`config.mk`:
```
export PLATFORM = sky130hd
export DESIGN_NAME = shift_seq_ctrl
export DESIGN_NICKNAME = d
export VERILOG_FILES = /design/src/rtl/shift_seq_ctrl.sv
export SDC_FILE = /design/constraint.sdc
export NUM_CORES = 1
export LEC_CHECK = 0
export ABC_AREA = 1
export ABC_CLOCK_PERIOD_IN_PS = 2770
export BUFFER_PORTS_ARGS = -buffer_cell sky130_fd_sc_hd__buf_2
export CAP_MARGIN = 20
export CORE_MARGIN = 1.5
export CORE_UTILIZATION = 30
export DETAILED_ROUTE_END_ITERATION = 8
export RECOVER_POWER = 100
export SLEW_MARGIN = 20
export SYNTH_ARGS = -nofsm -noshare
export SYNTH_HDL_FRONTEND = slang
export SYNTH_SLANG_ARGS = --single-unit
```
`constraint.sdc`:
```
create_clock -name CLK -period 2.77 [get_ports CLK]
set_clock_uncertainty 0.1 [all_clocks]
set_input_delay 0 -clock CLK [delete_from_list [all_inputs] [get_ports CLK]]
set_output_delay 0 -clock CLK [all_outputs]
set_load 0.1 [all_outputs]
```
`src/rtl/shift_seq_ctrl.sv`:
```
// shift_seq_ctrl: sequences a 4-bit universal shift register (194-style) through
// load, clear, shift and rotate operations issued over a valid/ready command port.
//
// Ports:
//   CLK        system clock, all state on rising edge
//   RST        synchronous reset, active-high
//   CMD_VALID  command request; accepted when CMD_VALID & CMD_READY at an edge
//   CMD_READY  high only while idle and out of reset
//   CMD_OP     000 NOP, 001 SHR, 010 SHL, 011 LOAD, 100 CLEAR, 101 ROR, 110 ROL, 111 reserved
//   CMD_CNT    shift count, 0 means 8
//   CMD_DATA   parallel load value
//   CMD_FILL   serial fill bit for SHR/SHL
//   SR_Q       shift register contents, used as rotate feedback
//   SR_MR_N    active-low clear to the shift register
//   SR_S       mode: 00 hold, 01 right (in at bit 0), 10 left (in at bit 3), 11 load
//   SR_D       serial inputs: [1] right-shift input, [0] left-shift input
//   SR_IN      parallel data to the shift register
//   BUSY       operation in progress (inverse of CMD_READY)
//   DONE       one-cycle completion pulse
//   ERR        one-cycle pulse alongside DONE for the reserved op
module shift_seq_ctrl (
  input  logic       CLK,
  input  logic       RST,
  input  logic       CMD_VALID,
  output logic       CMD_READY,
  input  logic [2:0] CMD_OP,
  input  logic [2:0] CMD_CNT,
  input  logic [0:3] CMD_DATA,
  input  logic       CMD_FILL,
  input  logic [0:3] SR_Q,
  output logic       SR_MR_N,
  output logic [1:0] SR_S,
  output logic [1:0] SR_D,
  output logic [0:3] SR_IN,
  output logic       BUSY,
  output logic       DONE,
  output logic       ERR
);

  localparam logic [2:0] StIdle  = 3'd0;
  localparam logic [2:0] StLoad  = 3'd1;
  localparam logic [2:0] StShift = 3'd2;
  localparam logic [2:0] StClear = 3'd3;
  localparam logic [2:0] StFin   = 3'd4;

  localparam logic [2:0] OpNop   = 3'b000;
  localparam logic [2:0] OpShr   = 3'b001;
  localparam logic [2:0] OpShl   = 3'b010;
  localparam logic [2:0] OpLoad  = 3'b011;
  localparam logic [2:0] OpClear = 3'b100;
  localparam logic [2:0] OpRor   = 3'b101;
  localparam logic [2:0] OpRol   = 3'b110;
  localparam logic [2:0] OpRsvd  = 3'b111;

  logic [2:0] state_q, state_d;
  logic [2:0] cnt_q, cnt_d;
  logic [2:0] op_q;
  logic [0:3] data_q;
  logic       fill_q;
  logic       accept;

  // Only the end bits of SR_Q feed the rotate paths.
  logic unused_sr_q;
  assign unused_sr_q = ^SR_Q[1:2];

  assign accept = CMD_VALID & CMD_READY;

  always_comb begin
    state_d = state_q;
    cnt_d   = cnt_q;
    unique case (state_q)
      StIdle: begin
        if (accept) begin
          // Count of 0 wraps to 7, giving 8 shift cycles.
          cnt_d = CMD_CNT - 3'd1;
          unique case (CMD_OP)
            OpLoad:                     state_d = StLoad;
            OpClear:                    state_d = StClear;
            OpShr, OpShl, OpRor, OpRol: state_d = StShift;
            OpNop, OpRsvd:              state_d = StFin;
            default:                    state_d = StFin;
          endcase
        end
      end
      StLoad, StClear: state_d = StFin;
      StShift: begin
        if (cnt_q == 3'd0) begin
          state_d = StFin;
        end else begin
          cnt_d = cnt_q - 3'd1;
        end
      end
      StFin:   state_d = StIdle;
      default: state_d = StIdle;
    endcase
  end

  always_ff @(posedge CLK) begin
    if (RST) begin
      state_q <= StIdle;
      cnt_q   <= 3'd0;
      op_q    <= OpNop;
      data_q  <= 4'b0000;
      fill_q  <= 1'b0;
    end else begin
      state_q <= state_d;
      cnt_q   <= cnt_d;
      if (accept) begin
        op_q   <= CMD_OP;
        data_q <= CMD_DATA;
        fill_q <= CMD_FILL;
      end
    end
  end

  always_comb begin
    CMD_READY = 1'b0;
    SR_MR_N   = 1'b1;
    SR_S      = 2'b00;
    SR_D      = 2'b00;
    SR_IN     = data_q;
    DONE      = 1'b0;
    ERR       = 1'b0;
    if (RST) begin
      // Outputs are forced while reset is held so the register clears in step.
      SR_MR_N = 1'b0;
      SR_IN   = 4'b0000;
    end else begin
      unique case (state_q)
        StIdle:  CMD_READY = 1'b1;
        StLoad:  SR_S = 2'b11;
        StClear: SR_MR_N = 1'b0;
        StShift: begin
          unique case (op_q)
            OpShr: begin
              SR_S = 2'b01;
              SR_D = {fill_q, 1'b0};
            end
            OpRor: begin
              SR_S = 2'b01;
              SR_D = {SR_Q[3], 1'b0};
            end
            OpShl: begin
              SR_S = 2'b10;
              SR_D = {1'b0, fill_q};
            end
            OpRol: begin
              SR_S = 2'b10;
              SR_D = {1'b0, SR_Q[0]};
            end
            default: ;
          endcase
        end
        StFin: begin
          DONE = 1'b1;
          ERR  = (op_q == OpRsvd);
        end
        default: ;
      endcase
    end
  end

  assign BUSY = ~CMD_READY;

endmodule

```
==> flow_summary.json <==
{
  "outcome": "finished clean",
  "io_buffers": 28,
  "ant_nets": 0,
  "antenna_found_initial": 0,
  "drc": 0,
  "grt_pass1_vias": 778,
  "cts_hold_buffers": 11,
  "clk_latency_ns": 0.28,
  "critPathBufInv": 3,
  "core_mm2": 0.00257,
  "finalWirelength_um": 1940,
  "start_util_pct": 32.6,
  "switching_share_pct": 53.3,
  "yosys_warnings": 0,
  "fin_tns_setup_ns": 0,
  "synth_cell_type_count": 23,
  "synth_seq_cells": 14,
  "p_per_area_mw_per_mm2": 920,
  "yosys.area_share.simple_pct": 32.0,
  "grt_pass1_wl_um": 3340,
  "slew_headroom_pct": 22.5,
  "slowest_delay_ns": 0.57,
  "worst_slack_ns": 0.541,
  "seq_area_frac_synth_pct": 33.5,
  "netlist_area_um2": 837,
  "cts_setup_buffers": 0,
  "slew_violations": 0,
  "p_comb_share_pct": 56.8,
  "synthToLayoutAreaGrowth_pct": 33.2,
  "period_needed_ns": 2.23,
  "yosys.area.top_type": "dfxtp_1",
  "endpoint_kind": "flip-flop",
  "async_reset_ff_share_pct": 0,
  "leakage_nw": 0.501,
  "clk_pin_slew_ns": 0.09,
  "internal_power_mw": 0.479,
  "synth.area.mux_share_pct": 0,
  "critPathSlowestCell": "dlygate4sd3_1",
  "fillCellCount": 287,
  "fin_util_pct": 43.4,
  "power.switching_mw": 0.547,
  "synthAdderAreaFrac_pct": 4.48,
  "antennaDiodeCount": 0,
  "power_frac_clock_pct": 14.2,
  "dieArea_mm2": 0.00312,
  "cp-start-kind": "flip-flop",
  "row_count": 18,
  "holdWs_ns": 0.0200,
  "htree_levels": 1,
  "wire_per_inst_um": 9.98,
  "fmax_mhz": 449,
  "dr.pass1.iters": 4,
  "maxCapViolations": 0,
  "grt_max_degree": 20,
  "dp_hpwl_um": 1440,
  "path_class": "reg -> reg",
  "synth_compound_area_share_pct": 18.2,
  "critPathRequiredTime_ns": 2.90,
  "ir_drop_mv": 0.413,
  "globalRouteOverflowTotal": 0,
  "multiInputGateArea_um2": 448,
  "cp_max_fo": 6,
  "grt_setup_unrepaired": "false",
  "synth.top_cells.by_count": "inv_1 (21), nand2_1 (20), dfxtp_1 (14), nor2_1 (14), a21oi_1 (13)",
  "path_cells": "inv_1 -> nand2_1 -> nor2_1 -> nand3_1 -> dlygate4sd3_1 -> a21oi_2 -> dlygate4sd3_1",
  "drive_above_1_share_pct": 16.5,
  "synth_top_family_by_area": "simple AND/OR/NAND/NOR gates",
  "cp.arrival_ns": 2.35,
  "pre_cts_ws_ns": 1.11,
  "synth_top_area_share_pct": 33.5,
  "syn_nets": 145,
  "avgSynthCellArea_um2": 6.75,
  "die_x_um": 55.8,
  "fp.dieH_um": 55.8,
  "p_total_mw": 1.03,
  "drtIter0Drc": 25,
  "gp_congestion": 0.839,
  "crit_top_cell": "dlygate4sd3_1",
  "clk_path_buf_depth": 2,
  "syn-instance-count": 124,
  "final_nets": 186,
  "numCtsBuffers": 3,
  "seq_area_um2": 280,
  "io_pins": 31,
  "setup_viol": 0,
  "period_share_pct": 80.5,
  "grt_use_total_pct": 13.4,
  "synth-xor-area-share_pct": 0,
  "hold_viol": 0,
  "cts_resized": 0,
  "crit_family": "buffers and inverters",
  "synth.most_common_cell": "inv_1",
  "worst_pin_slew_ns": 1.17,
  "hold_class": "in -> reg",
  "seqPwrFrac_pct": 29.0,
  "synthFlopType": "dfxtp_1",
  "cts_tree": "yes",
  "synth_edf_count": 0,
  "clock_tree.root_cell": "clkbuf_4",
  "synth_area_leaders": "dfxtp_1 (33%), inv_1 (9.4%), nand2_1 (9.0%)",
  "num_vias": 875,
  "vias_per_cell": 4.51,
  "cts.sinks": 14
}
==> flip-flops by register name, indices dropped and copies added (netlist names) <==
register	cells
data_q	4
cnt_q	3
op_q	3
state_q	3
fill_q	1
==> placed cells by master, fill, tap and decap left out, drive strengths merged, types with 10 or more instances in the layout <==
cell         instances
buf                 15
dfxtp               14
nand3               12
dlygate4sd3         11
o21ai               10
clkbuf              17
nand2               22
nor2                17
a21oi               14
inv                 21
==> worst paths after layout <==
check / start / slack [ns] / cells after the start / endpoint
min: CMD_CNT[0] / 0.02 / 6 / cnt_q[0]$_SDFFE_PP0P_
max reg2reg: state_q[1]$_SDFFE_PP0P_ / 0.54 / 7 / op_q[2]$_SDFFE_PP0P_
max: state_q[1]$_SDFFE_PP0P_ / 0.54 / 7 / op_q[2]$_SDFFE_PP0P_
min reg2reg: data_q[2]$_SDFFE_PP0P_ / 0.36 / 2 / data_q[2]$_SDFFE_PP0P_
==> layout make-up <==
class	instances	area share [%]
clock buffer	4	3.25
inverter	21	7.07
multi-input combinational	86	40.2
sequential	14	25.1
tap	30	3.37
timing repair buffer	39	21.0
==> kinds of logic after synthesis <==
group,after synthesis
and+or+nand+nor,56
AOI/OAI and AO/OA,27
buffers and inverters,24
DFF,14
adders and majority gates,3
==> per-stage QoR <==
step | cells | cell area [um2]
6_report | 194 | 1110
5_1_grt | 194 | 1110
4_1_cts | 194 | 1160
3_5_place_dp | 179 | 1010
3_3_place_gp | 179 | 1010
2_1_floorplan | 124 | 853
==> layer usage <==
| metal | vias to the layer above | global-route usage [%] | share of wire, % | wire length, um |
|---|---|---|---|---|
| li1 | 483 | - | - | - |
| met1 | 364 | 17.3 | 47 | 902 |
| met2 | 22 | 20.6 | 45 | 878 |
| met3 | 6 | 4.65 | 5.7 | 111 |
| met4 | 0 | 5.10 | 2.3 | 44 |
| met5 | - | 0 | 0 | 0 |
==> power groups by stage <==
stage | Clock [mW] | Sequential (mW) | Combinational (mW)
floorplan | 0 | 0.293 | 0.514
global placement | 0 | 0.301 | 0.591
detailed placement | 0 | 0.302 | 0.600
CTS | 0.151 | 0.297 | 0.618
global route | 0.165 | 0.308 | 0.642
finish | 0.145 | 0.297 | 0.583
==> worst register-to-register path, stage by stage (launching register included) <==
cell           delay [ns]
dfxtp_1              0.37
inv_1                0.09
nand2_1              0.12
nor2_1               0.20
nand3_1              0.08
dlygate4sd3_1        0.57
a21oi_2              0.10
dlygate4sd3_1        0.54
No activity file was read; power rests on OpenSTA's default activity.
